$ cat src/rtl/cache_ram_burst_bridge_if.sv
// Bundles the cache-side line request port and the RAM-side burst bus of the bridge.
// slave: the bridge itself. master: the cache/RAM environment driving it.
interface cache_ram_burst_bridge_if #(
  parameter int RAM_ADDR_SIZE   = 13,
  parameter int RAM_WORD_SIZE   = 16,
  parameter int CACHE_STR_WIDTH = 64
);
  logic                       line_req;
  logic                       line_rnw;
  logic [RAM_ADDR_SIZE-1:0]   line_addr;
  logic [CACHE_STR_WIDTH-1:0] line_wdata;
  logic [CACHE_STR_WIDTH-1:0] line_rdata;
  logic                       line_busy;
  logic                       line_done;
  logic                       line_err;
  logic [RAM_ADDR_SIZE-1:0]   ram_addr;
  logic [RAM_WORD_SIZE-1:0]   ram_wdata;
  logic                       ram_avalid;
  logic                       ram_rnw;
  logic [RAM_WORD_SIZE-1:0]   ram_rdata;
  logic                       ram_rack;

  modport slave (
    input  line_req, line_rnw, line_addr, line_wdata, ram_rdata, ram_rack,
    output line_rdata, line_busy, line_done, line_err,
           ram_addr, ram_wdata, ram_avalid, ram_rnw
  );

  modport master (
    output line_req, line_rnw, line_addr, line_wdata, ram_rdata, ram_rack,
    input  line_rdata, line_busy, line_done, line_err,
           ram_addr, ram_wdata, ram_avalid, ram_rnw
  );
endinterface

$ cat src/rtl/cache_ram_burst_bridge.sv
// Splits one cache-line fill/writeback into a multi-beat RAM burst and reassembles fills.
// Optional watchdog on RBEAT/WACK enabled by defining RAM_TIMEOUT_EN.
module cache_ram_burst_bridge #(
  parameter int RAM_ADDR_SIZE   = 13,
  parameter int RAM_WORD_SIZE   = 16,
  parameter int CACHE_STR_WIDTH = 64,
  parameter int TIMEOUT_CYCLES  = 255
) (
  input  logic                    ram_clk,
  input  logic                    rst,
  cache_ram_burst_bridge_if.slave bus
);

  localparam int BEATS = CACHE_STR_WIDTH / RAM_WORD_SIZE;
  localparam int CNT_W = (BEATS > 1) ? $clog2(BEATS) : 1;
  localparam logic [CNT_W-1:0] LAST_BEAT = CNT_W'(BEATS - 1);

  if (TIMEOUT_CYCLES < 1 || BEATS * RAM_WORD_SIZE != CACHE_STR_WIDTH) begin : g_cfg_check
    $error("cache_ram_burst_bridge: bad TIMEOUT_CYCLES or line/word width ratio");
  end

  typedef enum logic [2:0] {S_IDLE, S_RADDR, S_RBEAT, S_WBEAT, S_WACK, S_DONE} state_t;

  state_t                     r_state, w_state_nxt;
  logic [CNT_W-1:0]           r_cnt, w_cnt_nxt;
  logic [RAM_ADDR_SIZE-1:0]   r_addr, w_addr_nxt;
  logic                       r_rnw, w_rnw_nxt;
  logic [CACHE_STR_WIDTH-1:0] r_wline, w_wline_nxt;
  logic [CACHE_STR_WIDTH-1:0] r_buf, w_buf_nxt, w_buf_ins;
  logic [CACHE_STR_WIDTH-1:0] r_rdata, w_rdata_nxt;
  logic [RAM_WORD_SIZE-1:0]   r_ram_wdata, w_ram_wdata_nxt, w_wbeat;
  logic                       r_busy, w_busy_nxt;
  logic                       r_done, w_done_nxt;
  logic                       r_err, w_err_nxt;
  logic                       r_avalid, w_avalid_nxt;
  logic                       w_accept, w_last, w_timeout;

  assign w_accept = (r_state == S_IDLE) && bus.line_req;
  assign w_last   = (r_cnt == LAST_BEAT);

`ifdef RAM_TIMEOUT_EN
  localparam int TO_W = $clog2(TIMEOUT_CYCLES + 1);
  logic [TO_W-1:0] r_wd;
  logic            w_waiting;

  assign w_waiting = (r_state == S_RBEAT) || (r_state == S_WACK);
  // Fires on the TIMEOUT_CYCLES-th consecutive rack-less cycle of a wait state.
  assign w_timeout = w_waiting && !bus.ram_rack && (r_wd == TO_W'(TIMEOUT_CYCLES - 1));

  always_ff @(posedge ram_clk or posedge rst) begin
    if (rst) begin
      r_wd <= '0;
    end else if (w_waiting && !bus.ram_rack && !w_timeout) begin
      r_wd <= r_wd + 1'b1;
    end else begin
      r_wd <= '0;
    end
  end
`else
  assign w_timeout = 1'b0;
`endif

  always_ff @(posedge ram_clk or posedge rst) begin
    if (rst) begin
      r_state <= S_IDLE;
      r_cnt   <= '0;
    end else begin
      r_state <= w_state_nxt;
      r_cnt   <= w_cnt_nxt;
    end
  end

  always_comb begin
    w_state_nxt = r_state;
    w_cnt_nxt   = r_cnt;
    case (r_state)
      S_IDLE: begin
        w_cnt_nxt = '0;
        if (bus.line_req) w_state_nxt = bus.line_rnw ? S_RADDR : S_WBEAT;
      end
      S_RADDR: w_state_nxt = S_RBEAT;
      S_RBEAT: begin
        if (bus.ram_rack) begin
          w_cnt_nxt = w_last ? '0 : r_cnt + 1'b1;
          if (w_last) w_state_nxt = S_DONE;
        end else if (w_timeout) begin
          w_cnt_nxt   = '0;
          w_state_nxt = S_DONE;
        end
      end
      S_WBEAT: begin
        w_cnt_nxt = w_last ? '0 : r_cnt + 1'b1;
        if (w_last) w_state_nxt = S_WACK;
      end
      S_WACK: if (bus.ram_rack || w_timeout) w_state_nxt = S_DONE;
      S_DONE: w_state_nxt = S_IDLE;
      default: begin
        w_state_nxt = S_IDLE;
        w_cnt_nxt   = '0;
      end
    endcase
  end

  always_comb begin
    w_buf_ins = r_buf;
    for (int unsigned k = 0; k < BEATS; k++) begin
      if (r_cnt == CNT_W'(k)) w_buf_ins[k*RAM_WORD_SIZE +: RAM_WORD_SIZE] = bus.ram_rdata;
    end
  end

  // Beat source comes straight from the port on the accept edge, from the latch afterwards.
  always_comb begin
    w_wbeat = '0;
    for (int unsigned k = 0; k < BEATS; k++) begin
      if (w_cnt_nxt == CNT_W'(k)) w_wbeat = w_wline_nxt[k*RAM_WORD_SIZE +: RAM_WORD_SIZE];
    end
  end

  always_comb begin
    w_busy_nxt      = (w_state_nxt != S_IDLE);
    w_done_nxt      = (w_state_nxt == S_DONE);
    w_err_nxt       = w_done_nxt && w_timeout;
    w_avalid_nxt    = w_accept;
    w_addr_nxt      = r_addr;
    w_rnw_nxt       = r_rnw;
    w_wline_nxt     = r_wline;
    w_buf_nxt       = r_buf;
    w_rdata_nxt     = r_rdata;
    if (w_accept) begin
      w_addr_nxt  = bus.line_addr;
      w_rnw_nxt   = bus.line_rnw;
      w_wline_nxt = bus.line_wdata;
      w_buf_nxt   = '0;
    end
    if (r_state == S_RBEAT && bus.ram_rack) w_buf_nxt = w_buf_ins;
    if (r_state == S_RBEAT && w_state_nxt == S_DONE) w_rdata_nxt = w_buf_nxt;
    w_ram_wdata_nxt = (w_state_nxt == S_WBEAT) ? w_wbeat : '0;
  end

  always_ff @(posedge ram_clk or posedge rst) begin
    if (rst) begin
      r_addr      <= '0;
      r_rnw       <= 1'b0;
      r_wline     <= '0;
      r_buf       <= '0;
      r_rdata     <= '0;
      r_ram_wdata <= '0;
      r_busy      <= 1'b0;
      r_done      <= 1'b0;
      r_err       <= 1'b0;
      r_avalid    <= 1'b0;
    end else begin
      r_addr      <= w_addr_nxt;
      r_rnw       <= w_rnw_nxt;
      r_wline     <= w_wline_nxt;
      r_buf       <= w_buf_nxt;
      r_rdata     <= w_rdata_nxt;
      r_ram_wdata <= w_ram_wdata_nxt;
      r_busy      <= w_busy_nxt;
      r_done      <= w_done_nxt;
      r_err       <= w_err_nxt;
      r_avalid    <= w_avalid_nxt;
    end
  end

  assign bus.line_rdata = r_rdata;
  assign bus.line_busy  = r_busy;
  assign bus.line_done  = r_done;
  assign bus.line_err   = r_err;
  assign bus.ram_addr   = r_addr;
  assign bus.ram_wdata  = r_ram_wdata;
  assign bus.ram_avalid = r_avalid;
  assign bus.ram_rnw    = r_rnw;

endmodule
$ cat src/flat_wrapper.sv
// flat-port wrapper written by rule: the top's interface ports become plain ports
module cache_ram_burst_bridge_flat 
#(
  parameter int RAM_ADDR_SIZE   = 13,
  parameter int RAM_WORD_SIZE   = 16,
  parameter int CACHE_STR_WIDTH = 64,
  parameter int TIMEOUT_CYCLES  = 255
)
  (ram_clk, rst, bus_line_req, bus_line_rnw, bus_line_addr, bus_line_wdata, bus_ram_rdata, bus_ram_rack, bus_line_rdata, bus_line_busy, bus_line_done, bus_line_err, bus_ram_addr, bus_ram_wdata, bus_ram_avalid, bus_ram_rnw);
  cache_ram_burst_bridge_if #(.RAM_ADDR_SIZE(RAM_ADDR_SIZE), .RAM_WORD_SIZE(RAM_WORD_SIZE), .CACHE_STR_WIDTH(CACHE_STR_WIDTH)) bus_i ();
  input  logic ram_clk;
  input  logic rst;
  input wire logic [$bits(bus_i.line_req)-1:0] bus_line_req;
  input wire logic [$bits(bus_i.line_rnw)-1:0] bus_line_rnw;
  input wire logic [$bits(bus_i.line_addr)-1:0] bus_line_addr;
  input wire logic [$bits(bus_i.line_wdata)-1:0] bus_line_wdata;
  input wire logic [$bits(bus_i.ram_rdata)-1:0] bus_ram_rdata;
  input wire logic [$bits(bus_i.ram_rack)-1:0] bus_ram_rack;
  output wire logic [$bits(bus_i.line_rdata)-1:0] bus_line_rdata;
  output wire logic [$bits(bus_i.line_busy)-1:0] bus_line_busy;
  output wire logic [$bits(bus_i.line_done)-1:0] bus_line_done;
  output wire logic [$bits(bus_i.line_err)-1:0] bus_line_err;
  output wire logic [$bits(bus_i.ram_addr)-1:0] bus_ram_addr;
  output wire logic [$bits(bus_i.ram_wdata)-1:0] bus_ram_wdata;
  output wire logic [$bits(bus_i.ram_avalid)-1:0] bus_ram_avalid;
  output wire logic [$bits(bus_i.ram_rnw)-1:0] bus_ram_rnw;
  assign bus_i.line_req = bus_line_req;
  assign bus_i.line_rnw = bus_line_rnw;
  assign bus_i.line_addr = bus_line_addr;
  assign bus_i.line_wdata = bus_line_wdata;
  assign bus_i.ram_rdata = bus_ram_rdata;
  assign bus_i.ram_rack = bus_ram_rack;
  assign bus_line_rdata = bus_i.line_rdata;
  assign bus_line_busy = bus_i.line_busy;
  assign bus_line_done = bus_i.line_done;
  assign bus_line_err = bus_i.line_err;
  assign bus_ram_addr = bus_i.ram_addr;
  assign bus_ram_wdata = bus_i.ram_wdata;
  assign bus_ram_avalid = bus_i.ram_avalid;
  assign bus_ram_rnw = bus_i.ram_rnw;
  cache_ram_burst_bridge #(.RAM_ADDR_SIZE(RAM_ADDR_SIZE), .RAM_WORD_SIZE(RAM_WORD_SIZE), .CACHE_STR_WIDTH(CACHE_STR_WIDTH), .TIMEOUT_CYCLES(TIMEOUT_CYCLES)) u_core (.ram_clk(ram_clk), .rst(rst), .bus(bus_i));
endmodule
$ cat config.mk
export PLATFORM = sky130hd
export DESIGN_NAME = cache_ram_burst_bridge_flat
export DESIGN_NICKNAME = d
export VERILOG_FILES = /design/src/rtl/cache_ram_burst_bridge_if.sv /design/src/rtl/cache_ram_burst_bridge.sv /design/src/flat_wrapper.sv
export SDC_FILE = /design/constraint.sdc
export NUM_CORES = 1
export LEC_CHECK = 0
export CAP_MARGIN = 10
export CORE_MARGIN = 2
export CORE_UTILIZATION = 35
export CTS_CLUSTER_SIZE = 24
export DETAILED_ROUTE_END_ITERATION = 16
export PLACE_DENSITY = 0.6
export SLEW_MARGIN = 5
export SYNTH_ARGS = -nofsm -noshare
export SYNTH_HDL_FRONTEND = slang
export SYNTH_SLANG_ARGS = --single-unit
$ cat constraint.sdc
create_clock -name ram_clk -period 7.9 [get_ports ram_clk]
set_clock_uncertainty 0.2 [all_clocks]
set_input_delay 1.185 -clock ram_clk [delete_from_list [all_inputs] [get_ports ram_clk]]
set_output_delay 1.185 -clock ram_clk [all_outputs]
set_load 0.1 [all_outputs]
==> out/results.txt <==
Outcome: completed
Via count: 6,638
Die height: 164 um
CP Capture Type: flop
Post-synth top flop: dfrtp_1
Rows: 58
Crit path DAT: 3.77 ns
Seq cells post-synth: 214
Most frequent cells in the layout: nand2_1, dfrtp_1, clkdlybuf4s50_1
Crit-path leading delay family: compound AO/OA/AOI/OAI gates
M2 GR Usage: 26.8%
N_diodes: 0
P&R area growth vs syn: 32.2%
Vias/cell: 4.74
Post-synth top area share: 59.7%
Met1 usage: 24.1%
Post-CTS Setup Bufs: 0
Global route overflow: 0
Synth Warn #: 0
Final Cell Area: 0.0119 sq mm
Nets: 1,155
Critical Path RT: 8.07 ns
CP Cell Sequence: clkdlybuf4s50_1 > a21bo_2 > o211ai_2 > and2_1 > buf_4 > inv_2 > a2111oi_0 > a211oi_1
Syn_nets: 988
Largest net degree at the start of global routing: 143
Clock transition at path regs: 0.06 ns
Post-synth EDFFs: 0
Max stage delay on crit path: 0.54 ns
Synthesized area: 0.00897 sq mm
Critical path fanouts, max: 24
Global-route wire length before repair: 36.0 mm
CTS resizes: 0
Final Critical Period: 3.60 ns
Max-cap viol count: 0
Unrepaired setup endpoints after global routing: no
Final number of hold-violating endpoints: 0
WL/cell: 16.3 um
Ys async rst share: 100%
Startpoint types: input port
CTS Buffer Depth: 3
Hold WC Path Type: flop to flop
Yosys top cell by area: dfrtp_1
Reg-to-reg endpoint: u_core.bus.ram_wdata[15]
DP Area: 0.0111 sq mm
DP HPWL: 14.7 mm
Period utilization: 45.5%
H-Tree Depth: 1
Worst-Margin Slew: 1.06 ns
Met3 usage: 2.78%
Number of top-level pins: 196
Initial Util: 35.6%
Post-DRT Antenna Nets: 0
Detailed Routing Iterations Pass 1: 4
Share of cells above drive strength 1: 11.1%
CP Depth: 8
Die Wd: 164 um
Root buffer cell: clkbuf_16
CP bufs+invs: 3
Placer congestion estimate: 0.778
Sequential-to-total area share from yosys stat: 59.7%
Core footprint: 0.0252 sq mm
Setup slack, reg-to-reg: 4.66 ns
Crit-path slowest cell: clkdlybuf4s50_1
RR Startpoint: u_core.r_cnt[0]
Mapped Cells: 886
Busiest metal layer after global routing: met2
CTS Sinks: 214
Max-slew violation count: 0
DRT iter0 DRCs: 534
CTS Buf Count: 24
Most common cell after layout, fill and taps aside: nand2_1
Synth cell types: 46
Number of global-route vias before repair: 6,667
Slew headroom: 29.4%
# setup viols final: 0
DRT Wirelength: 22.8 mm
Worst setup path endpoint: u_core.bus.ram_wdata[15]
DRC Markers: 0
Total GRT Usage: 16.8%
TritonCTS clock tree: done
Top post-synthesis cells by area: dfrtp_1, nand2_1, mux2_2, o21ai_0, mux2i_1
Synthesized area per cell: 10.1 sq um
Hold-fix buffers, CTS: 0
Fmax: 278 MHz
Kind of critical path: input port to flop
I/O Buffers: 194
TNS Setup: 0 ns
Skew-Pair Late Insertion Delay: 0.51 ns
Total die area: 0.0269 sq mm
R2R cell count: 9
CP startpoint: bus_ram_rack
Initial antenna violation count: 0
Layout Utilization: 47.1%
-- flip-flops by register name (all words and copies together), names as in the netlist --
register               cells
u_core.bus.ram_rnw         1
u_core.bus.ram_wdata      16
u_core.r_cnt               2
u_core.r_state             3
u_core.r_buf              48
u_core.bus.ram_addr       13
u_core.r_wline            64
u_core.bus.line_rdata     64
u_core.bus.line_busy       1
u_core.bus.ram_avalid      1
u_core.bus.line_done       1
-- cells in the mapped netlist (3+ instances only) --
library cell    n
inv_1           5
clkbuf_1       14
and3b_1         3
o21ai_1         5
mux2i_1        16
nor3b_1         3
buf_1          14
a21boi_0       15
a21oi_1         3
ha_1            4
a211oi_1       14
nand2_1       381
clkbuf_2        3
o21ai_0        59
nand3b_1        3
dfrtp_1       214
a2111oi_2       3
mux2_2         48
nand3_1         5
and2_1          5
a211oi_2       12
buf_2          21
nor2_1          3
buf_4           5
-- per-layer routing --
metal / vias to the layer above / wire length, um
met4: 0 / 258
met5: - / 0
li1: 3215 / -
met3: 21 / 1380
met2: 192 / 10500
met1: 3210 / 10700
-- worst min path at each step --
stage                               to  depth (start not counted)                    start
6_report            u_core.r_wline[23]                          2       u_core.r_wline[23]
3_5_place_dp        u_core.r_wline[45]                          2       u_core.r_wline[45]
5_1_grt        u_core.bus.ram_addr[12]                          2  u_core.bus.ram_addr[12]
4_1_cts             u_core.r_wline[45]                          2       u_core.r_wline[45]
3_3_place_gp        u_core.r_wline[45]                          2       u_core.r_wline[45]
2_1_floorplan       u_core.r_wline[46]                          2       u_core.r_wline[46]
-- worst min-delay path, cell delays in order (launching register included) --
cell	delay, ns
dfrtp_1	0.34
nand2_1	0.05
nand2_1	0.05
-- cell type report --
| class | instances | area, sq um |
|---|---|---|
| clock buffer | 36 | 717 |
| clock inverter | 6 | 58.8 |
| fill | 2360 | 13300 |
| inverter | 8 | 40.0 |
| multi-input combinational | 604 | 3280 |
| sequential | 214 | 5360 |
| tap | 330 | 413 |
| timing repair buffer | 201 | 1990 |
-- logic make-up (layout without fill, tap and decap cells) --
| group | after synthesis | in the layout | share of synthesized area [%] |
|---|---|---|---|
| and+or+nand+nor | 411 | 411 | 18.3 |
| DFF | 214 | 214 | 59.7 |
| AOI/OAI and AO/OA | 124 | 124 | 9.90 |
| buffers and inverters | 68 | 251 | 3.76 |
| muxes | 64 | 64 | 7.81 |
| adders and majority gates | 4 | 4 | 0.558 |
| other | 1 | 1 | 0.0418 |
-- metrics by stage --
stage / instances / worst slack [ns] / hold WS (ns)
5_1_grt: 1399 / 4.08 / 0.292
2_1_floorplan: 886 / 0.664 / 0.236
3_3_place_gp: 1357 / 3.83 / 0.253
6_report: 1399 / 4.30 / 0.270
3_5_place_dp: 1357 / 3.78 / 0.257
4_1_cts: 1399 / 4.30 / 0.272
Power is not shown: default switching activity piles up to over one toggle a cycle in this logic, so the estimate is an artifact.
